## src/rtl/intctl_if.sv

```systemverilog
// intctl_if: bus bundle between the chad MCU core and the interrupt controller.
//   io_rd / io_wr   : decoded I/O strobes for this block
//   io_addr         : register select
//   din / io_dout   : write data / combinational read data
//   src             : external interrupt sources (already clk-synchronous)
//   irq / ivec      : registered interrupt request and vector (channel+1)
//   iack            : one-cycle acknowledge from the CPU
// master = CPU side (drives strobes, sources, iack); slave = intctl.
interface intctl_if #(
    parameter int WIDTH    = 18,
    parameter int CHANNELS = 4
);
    logic                io_rd;
    logic                io_wr;
    logic [2:0]          io_addr;
    logic [WIDTH-1:0]    din;
    logic [WIDTH-1:0]    io_dout;
    logic [CHANNELS-1:0] src;
    logic                irq;
    logic [3:0]          ivec;
    logic                iack;

    modport master (
        output io_rd, io_wr, io_addr, din, src, iack,
        input  io_dout, irq, ivec
    );

    modport slave (
        input  io_rd, io_wr, io_addr, din, src, iack,
        output io_dout, irq, ivec
    );
endinterface

```

## src/rtl/intctl.sv

```systemverilog
// intctl: interrupt controller with CHANNELS external sources plus a built-in
// periodic timer on channel 0. Per-channel enable and edge/level mode, fixed
// priority (lowest channel wins), irq/ivec/iack handshake to the CPU.
// Ports:
//   clk  : single clock
//   arst : asynchronous active-high reset
//   bus  : intctl_if.slave (I/O strobes, address, data, sources, irq/ivec/iack)
// Register map (N = CHANNELS+1 bit fields):
//   0 EN, 1 MODE (1=edge, bit 0 ignored), 2 PEND (read / W1C on edge bits),
//   3 RELOAD (write also loads counter), 4 TCNT (RO), 5 CTRL {gie, run},
//   6-7 read as zero.
module intctl #(
    parameter int WIDTH    = 18,
    parameter int CHANNELS = 4,
    parameter int TBITS    = 16
) (
    input  logic    clk,
    input  logic    arst,
    intctl_if.slave bus
);
    localparam int N = CHANNELS + 1;

    typedef enum logic [0:0] {
        ST_IDLE = 1'b0,
        ST_REQ  = 1'b1
    } state_t;

    // Architectural state
    logic [N-1:0]        en_r;
    logic [N-1:0]        mode_r;
    logic [N-1:0]        pend_r;
    logic [TBITS-1:0]    reload_r;
    logic [TBITS-1:0]    tcnt_r;
    logic                run_r;
    logic                gie_r;
    logic [CHANNELS-1:0] src_q_r;
    state_t              state_r;
    logic                irq_r;
    logic [3:0]          ivec_r;

    // Combinational helpers
    logic [7:0]          wr_sel_s;
    logic                expire_s;
    logic [TBITS-1:0]    tcnt_next_s;
    logic [N-1:0]        level_s;
    logic [N-1:0]        set_s;
    logic [N-1:0]        clr_s;
    logic [N-1:0]        ack_clr_s;
    logic [N-1:0]        pend_next_s;
    logic [N-1:0]        active_s;
    logic [3:0]          first_vec_s;
    logic                ack_s;
    state_t              state_next_s;
    logic                irq_next_s;
    logic [3:0]          ivec_next_s;
    logic [WIDTH-1:0]    rd_data_s;
    logic                unused_din_s;

    // Upper write-data bits beyond every field are intentionally ignored.
    assign unused_din_s = ^bus.din;

    // One-hot write decode of the register select.
    assign wr_sel_s = bus.io_wr ? (8'b0000_0001 << bus.io_addr) : 8'b0000_0000;

    // Software-visible configuration registers.
    always_ff @(posedge clk or posedge arst) begin
        if (arst) begin
            en_r     <= {N{1'b0}};
            mode_r   <= {N{1'b0}};
            reload_r <= {TBITS{1'b1}};
            run_r    <= 1'b0;
            gie_r    <= 1'b0;
        end else begin
            if (wr_sel_s[0]) en_r     <= bus.din[N-1:0];
            if (wr_sel_s[1]) mode_r   <= bus.din[N-1:0];
            if (wr_sel_s[3]) reload_r <= bus.din[TBITS-1:0];
            if (wr_sel_s[5]) begin
                run_r <= bus.din[0];
                gie_r <= bus.din[1];
            end
        end
    end

    // Timer next count: a RELOAD write beats both expiry reload and decrement,
    // while expiry itself is still reported to the pending logic.
    always_comb begin
        expire_s = run_r && (tcnt_r == {TBITS{1'b0}});
        if (wr_sel_s[3]) begin
            tcnt_next_s = bus.din[TBITS-1:0];
        end else if (expire_s) begin
            tcnt_next_s = reload_r;
        end else if (run_r) begin
            tcnt_next_s = tcnt_r - {{(TBITS-1){1'b0}}, 1'b1};
        end else begin
            tcnt_next_s = tcnt_r;
        end
    end

    // Timer counter register.
    always_ff @(posedge clk or posedge arst) begin
        if (arst) begin
            tcnt_r <= {TBITS{1'b0}};
        end else begin
            tcnt_r <= tcnt_next_s;
        end
    end

    // Pending next-state: level channels track src, edge channels (and the
    // timer, always edge) set on event and clear on W1C/iack, set winning.
    always_comb begin
        ack_s     = (state_r == ST_REQ) && bus.iack;
        ack_clr_s = {N{1'b0}};
        for (int i = 0; i < N; i++) begin
            if (ack_s && (ivec_r == 4'(i + 1))) begin
                ack_clr_s[i] = 1'b1;
            end else begin
                ack_clr_s[i] = 1'b0;
            end
        end
        level_s     = {~mode_r[N-1:1], 1'b0};
        set_s       = {bus.src & ~src_q_r, expire_s};
        clr_s       = (wr_sel_s[2] ? bus.din[N-1:0] : {N{1'b0}}) | ack_clr_s;
        pend_next_s = (level_s & {bus.src, 1'b0})
                    | (~level_s & (set_s | (pend_r & ~clr_s)));
    end

    // Pending bits and previous-cycle source samples for edge detection.
    always_ff @(posedge clk or posedge arst) begin
        if (arst) begin
            pend_r  <= {N{1'b0}};
            src_q_r <= {CHANNELS{1'b0}};
        end else begin
            pend_r  <= pend_next_s;
            src_q_r <= bus.src;
        end
    end

    // Lowest enabled pending channel gives the vector (channel 0 = highest).
    always_comb begin
        active_s    = pend_r & en_r;
        first_vec_s = 4'd0;
        for (int i = N - 1; i >= 0; i--) begin
            first_vec_s = active_s[i] ? 4'(i + 1) : first_vec_s;
        end
    end

    // Arbiter state, irq and ivec registers.
    always_ff @(posedge clk or posedge arst) begin
        if (arst) begin
            state_r <= ST_IDLE;
            irq_r   <= 1'b0;
            ivec_r  <= 4'd0;
        end else begin
            state_r <= state_next_s;
            irq_r   <= irq_next_s;
            ivec_r  <= ivec_next_s;
        end
    end

    // Arbiter next state: once requested, only iack releases the request.
    always_comb begin
        case (state_r)
            ST_IDLE: begin
                if (gie_r && (|active_s)) begin
                    state_next_s = ST_REQ;
                end else begin
                    state_next_s = ST_IDLE;
                end
            end
            ST_REQ: begin
                if (bus.iack) begin
                    state_next_s = ST_IDLE;
                end else begin
                    state_next_s = ST_REQ;
                end
            end
            default: state_next_s = ST_IDLE;
        endcase
    end

    // Arbiter outputs for the coming cycle: vector latched on entry, frozen in REQ.
    always_comb begin
        irq_next_s = (state_next_s == ST_REQ);
        case (state_r)
            ST_IDLE: begin
                if (state_next_s == ST_REQ) begin
                    ivec_next_s = first_vec_s;
                end else begin
                    ivec_next_s = 4'd0;
                end
            end
            ST_REQ: begin
                if (bus.iack) begin
                    ivec_next_s = 4'd0;
                end else begin
                    ivec_next_s = ivec_r;
                end
            end
            default: ivec_next_s = 4'd0;
        endcase
    end

    // Combinational read mux, forced to zero when not reading.
    always_comb begin
        rd_data_s = {WIDTH{1'b0}};
        if (bus.io_rd) begin
            case (bus.io_addr)
                3'd0: rd_data_s[N-1:0]     = en_r;
                3'd1: rd_data_s[N-1:0]     = mode_r;
                3'd2: rd_data_s[N-1:0]     = pend_r;
                3'd3: rd_data_s[TBITS-1:0] = reload_r;
                3'd4: rd_data_s[TBITS-1:0] = tcnt_r;
                3'd5: rd_data_s[1:0]       = {gie_r, run_r};
                default: rd_data_s         = {WIDTH{1'b0}};
            endcase
        end else begin
            rd_data_s = {WIDTH{1'b0}};
        end
    end

    assign bus.io_dout = rd_data_s;
    assign bus.irq     = irq_r;
    assign bus.ivec    = ivec_r;
endmodule

```

## src/flat_wrapper.sv

```systemverilog
// flat-port wrapper written by rule: the top's interface ports become plain ports
module intctl_flat 
#(
    parameter int WIDTH    = 18,
    parameter int CHANNELS = 4,
    parameter int TBITS    = 16
)
  (clk, arst, bus_io_rd, bus_io_wr, bus_io_addr, bus_din, bus_src, bus_iack, bus_io_dout, bus_irq, bus_ivec);
  intctl_if #(.WIDTH(WIDTH), .CHANNELS(CHANNELS)) bus_i ();
  input  logic clk;
  input  logic arst;
  input wire logic [$bits(bus_i.io_rd)-1:0] bus_io_rd;
  input wire logic [$bits(bus_i.io_wr)-1:0] bus_io_wr;
  input wire logic [$bits(bus_i.io_addr)-1:0] bus_io_addr;
  input wire logic [$bits(bus_i.din)-1:0] bus_din;
  input wire logic [$bits(bus_i.src)-1:0] bus_src;
  input wire logic [$bits(bus_i.iack)-1:0] bus_iack;
  output wire logic [$bits(bus_i.io_dout)-1:0] bus_io_dout;
  output wire logic [$bits(bus_i.irq)-1:0] bus_irq;
  output wire logic [$bits(bus_i.ivec)-1:0] bus_ivec;
  assign bus_i.io_rd = bus_io_rd;
  assign bus_i.io_wr = bus_io_wr;
  assign bus_i.io_addr = bus_io_addr;
  assign bus_i.din = bus_din;
  assign bus_i.src = bus_src;
  assign bus_i.iack = bus_iack;
  assign bus_io_dout = bus_i.io_dout;
  assign bus_irq = bus_i.irq;
  assign bus_ivec = bus_i.ivec;
  intctl #(.WIDTH(WIDTH), .CHANNELS(CHANNELS), .TBITS(TBITS)) u_core (.clk(clk), .arst(arst), .bus(bus_i));
endmodule
```

## config.mk

```make
export PLATFORM = sky130hd
export DESIGN_NAME = intctl_flat
export DESIGN_NICKNAME = d
export VERILOG_FILES = /design/src/rtl/intctl_if.sv /design/src/rtl/intctl.sv /design/src/flat_wrapper.sv
export SDC_FILE = /design/constraint.sdc
export NUM_CORES = 1
export LEC_CHECK = 0
export ABC_AREA = 1
export CAP_MARGIN = 5
export CORE_AREA = 2 2 81 83
export CTS_CLUSTER_SIZE = 20
export DETAILED_ROUTE_END_ITERATION = 7
export DIE_AREA = 0 0 83 85
export GPL_ROUTABILITY_DRIVEN = 1
export HOLD_SLACK_MARGIN = 0.03
export PLACE_DENSITY = 0.86
export RECOVER_POWER = 25
export SYNTH_ARGS = -nofsm -noshare
export SYNTH_HDL_FRONTEND = slang
export SYNTH_SLANG_ARGS = --single-unit
```

## constraint.sdc

```tcl
create_clock -name clk -period 2.85 [get_ports clk]
set_input_delay 0.285 -clock clk [delete_from_list [all_inputs] [get_ports clk]]
set_output_delay 0.285 -clock clk [all_outputs]
set_load 0.03 [all_outputs]
```

==> results.json, run 1 <==
{
  "status": "finished, final reports clean",
  "slew_violations": 0,
  "synthTopCellsByArea": "dfrtp_1 (29%), nand2_1 (13%), dfstp_2 (12%), nand3_1 (6.2%), inv_1 (6.1%)",
  "power_frac_comb": 0.333,
  "synth.largest_area_cell": "dfrtp_1",
  "end_kind": "output port",
  "fmax_mhz": 410,
  "overflow": 0,
  "worst-path-max-fanout": 15,
  "timing.final.crit_share": 0.856,
  "worst_slew_pin_slew_ps": 1460,
  "cts_tree": "done",
  "worstPathRequired_ps": 2570,
  "drc": 0,
  "gp_congestion": 0.919,
  "post_cts_resize_count": 0,
  "diodes": 0,
  "p_clk_frac": 0.254,
  "initial_core_util": 0.575,
  "ys_ff_latch": 57,
  "internal_power_w": 0.00192,
  "final_cells": 619,
  "synth-edff-count": 0,
  "grt_max_degree": 58,
  "total_power_w": 0.00316,
  "r2r_setup_slack_ps": 970,
  "critPathLaunchType": "input port",
  "cts_sinks": 57,
  "die-area_um2": 7060,
  "fp.coreArea_um2": 6200,
  "worstSkewPairLatency_ps": 340,
  "worstPathArrival_ps": 2160,
  "slowest_delay_ps": 510,
  "ir_worst_vdd_mv": 0.468,
  "synth_area_per_cell_um2": 7.30,
  "finalNetCount": 568,
  "finalHoldViolCount": 0,
  "critPathKind": "in -> out",
  "setup_tns_ps": 0,
  "setup_ws_ps": 410,
  "synth.most_common_cell": "nand2_1",
  "avgRoutedWirePerCell_um": 15.7,
  "yosys_warnings": 0,
  "slew_headroom": 0.0279,
  "rsz0062_at_grt": "false",
  "routed_via_density": 5.78,
  "slowest_stage": "clkdlybuf4s50_1",
  "synth_cell_types": 37,
  "layout-drive-gt1-share": 0.155,
  "leakage_nw": 1.99,
  "cts_made_buffers": 9,
  "netlist.area_leader.share": 0.288,
  "crit_top_cell": "buf_4",
  "postCtsHoldBufs": 0,
  "die_h_um": 85,
  "power_density_nw_per_um2": 745,
  "min-delay-path-class": "reg -> reg",
  "p_switching_w": 0.00125,
  "cts_setup_buffers": 0,
  "port_buffers": 47,
  "fin_area_um2": 4240,
  "async_flop_share": 1.00,
  "drv_cap": 0,
  "setup_violations": 0,
  "netlist_top_cells_count": "nand2_1 (125), inv_1 (58), nor2_1 (45)",
  "ios": 53,
  "postSynthCellCount": 489,
  "path_cells": "clkdlybuf4s50_1 > buf_4 > nand3_1 > o221ai_1 > nor2_1 > a21oi_1 > buf_4",
  "switching_share": 0.394,
  "num_vias": 3578,
  "placement_rows": 29,
  "drt_iter0_drc": 380,
  "place_area_um2": 4050,
  "h-tree-depth": 3,
  "finalCriticalPeriod_ps": 2440,
  "clkTransAtPathRegs_ps": 60,
  "clock_path_buffers": 2,
  "fin_worst_skew_ps": 10.5,
  "clockRootBuffer": "clkbuf_8",
  "dp_cells": 603,
  "hpwlAfterDp_um": 6820,
  "ant_nets": 0,
  "grtUsageTotal": 0.289,
  "wl_um": 9730,
  "post-place-ws_ps": 462,
  "firstDrtPassIters": 6,
  "grt_pass1_vias": 3517,
  "grt_pass1_wl_um": 16500,
  "synth_area_um2": 3570,
  "p_seq_frac": 0.413,
  "yosysSeqAreaShare": 0.405,
  "antenna_found_initial": 0,
  "synthFlopType": "dfrtp_1",
  "syn2layout_area_growth_pct": 18.9,
  "die_x_um": 83
}
## sequential cells by signal, indices dropped and copies added (netlist names)
register / cells
u_core.mode_r: 5
u_core.gie_r: 1
u_core.src_q_r: 4
u_core.pend_r: 5
u_core.state_r: 1
u_core.reload_r: 16
u_core.run_r: 1
u_core.tcnt_r: 16
u_core.bus.ivec: 3
u_core.en_r: 5
## placed cells by master, fill, tap and decap left out, types with 7 or more instances in the layout
cell type and instances:
dfstp_2 16, buf_4 12, nand4_1 15, a21oi_1 17
dfrtp_1 41, nor2_1 45, inv_2 10, clkbuf_8 12
o21ai_0 34, inv_1 57, nor2_4 7, o22ai_1 11
clkdlybuf4s50_1 34, o21ai_1 7, nand3_1 44, nand2_1 125
## cell families (layout without fill, tap and decap cells)
family                     Yosys count  in the layout  synth area share
xor gates and xnor gates             3              3           0.00736
adders and majority gates            1              1           0.00351
other                                1              3           0.00105
DFF                                 57             57             0.405
AOI/OAI and AO/OA                   85             85             0.137
buffers and inverters               87            138             0.109
and+or+nand+nor                    255            255             0.336
## metal layers
layer | track usage | routed length [um]
met5 | 0 | 0
met4 | 0.118 | 153
met3 | 0.0516 | 840
met2 | 0.477 | 4750
met1 | 0.380 | 3980
## worst max-delay path: cells and delay by family
family                 cells  cell delay, ps
AO/OA/AOI/OAI              2             500
buffers and inverters      3             960
AND/OR/NAND/NOR            2             400
## power groups by stage
stage          registers [W]  clock network (W)  logic [W]
2_1_floorplan        0.00126                  0   0.000767
3_3_place_gp         0.00129                  0   0.000994
3_5_place_dp         0.00131                  0    0.00104
4_1_cts              0.00130           0.000807    0.00104
5_1_grt              0.00133           0.000845    0.00118
6_report             0.00131           0.000803    0.00105
## area by class of cell
| class | instances | area [um2] |
|---|---|---|
| Tap cell | 77 | 96.3 |
| Sequential cell | 57 | 1450 |
| Inverter | 70 | 268 |
| Multi-Input combinational cell | 347 | 1740 |
| Clock inverter | 2 | 35.0 |
| Clock buffer | 14 | 173 |
| Timing Repair Buffer | 52 | 485 |
| Fill cell | 534 | 1960 |
## stage by stage
step | hold slack (ps) | utilization
global route | 510 | 0.684
floorplan | 316 | -
global placement | 472 | 0.653
finish | 496 | 0.684
CTS | 337 | 0.686
detailed placement | 480 | 0.653
## path summary, 6_finish.rpt
path,depth (start not counted),to,startpoint
max reg2reg,9,u_core.tcnt_r[6],u_core.tcnt_r[0]
max,7,bus_io_dout[0],bus_io_addr[1]
max in group asynchronous,3,u_core.en_r[4],arst
min reg2reg,2,u_core.mode_r[0],u_core.mode_r[0]
min in group asynchronous,3,u_core.tcnt_r[11],arst
min,2,u_core.mode_r[0],u_core.mode_r[0]
No activity file was read; power rests on OpenSTA's default activity.
==> run 2: changes to the inputs <==
--- a/config.mk
+++ b/config.mk
@@ -8,7 +8,6 @@
 export ABC_AREA = 1
 export CAP_MARGIN = 5
 export CORE_AREA = 2 2 81 83
-export CTS_CLUSTER_SIZE = 20
 export DETAILED_ROUTE_END_ITERATION = 7
 export DIE_AREA = 0 0 83 85
 export GPL_ROUTABILITY_DRIVEN = 1
==> results of run 2 <==
No change in the layout: final DEF, timing and power equal those of run 1.
==> run 3: changes to the inputs <==
--- a/config.mk
+++ b/config.mk
@@ -14,6 +14,7 @@
 export HOLD_SLACK_MARGIN = 0.03
 export PLACE_DENSITY = 0.86
 export RECOVER_POWER = 25
+export SKIP_LAST_GASP = 1
 export SYNTH_ARGS = -nofsm -noshare
 export SYNTH_HDL_FRONTEND = slang
 export SYNTH_SLANG_ARGS = --single-unit
==> results of run 3 <==
No change in the layout: final DEF, timing and power equal those of run 1.
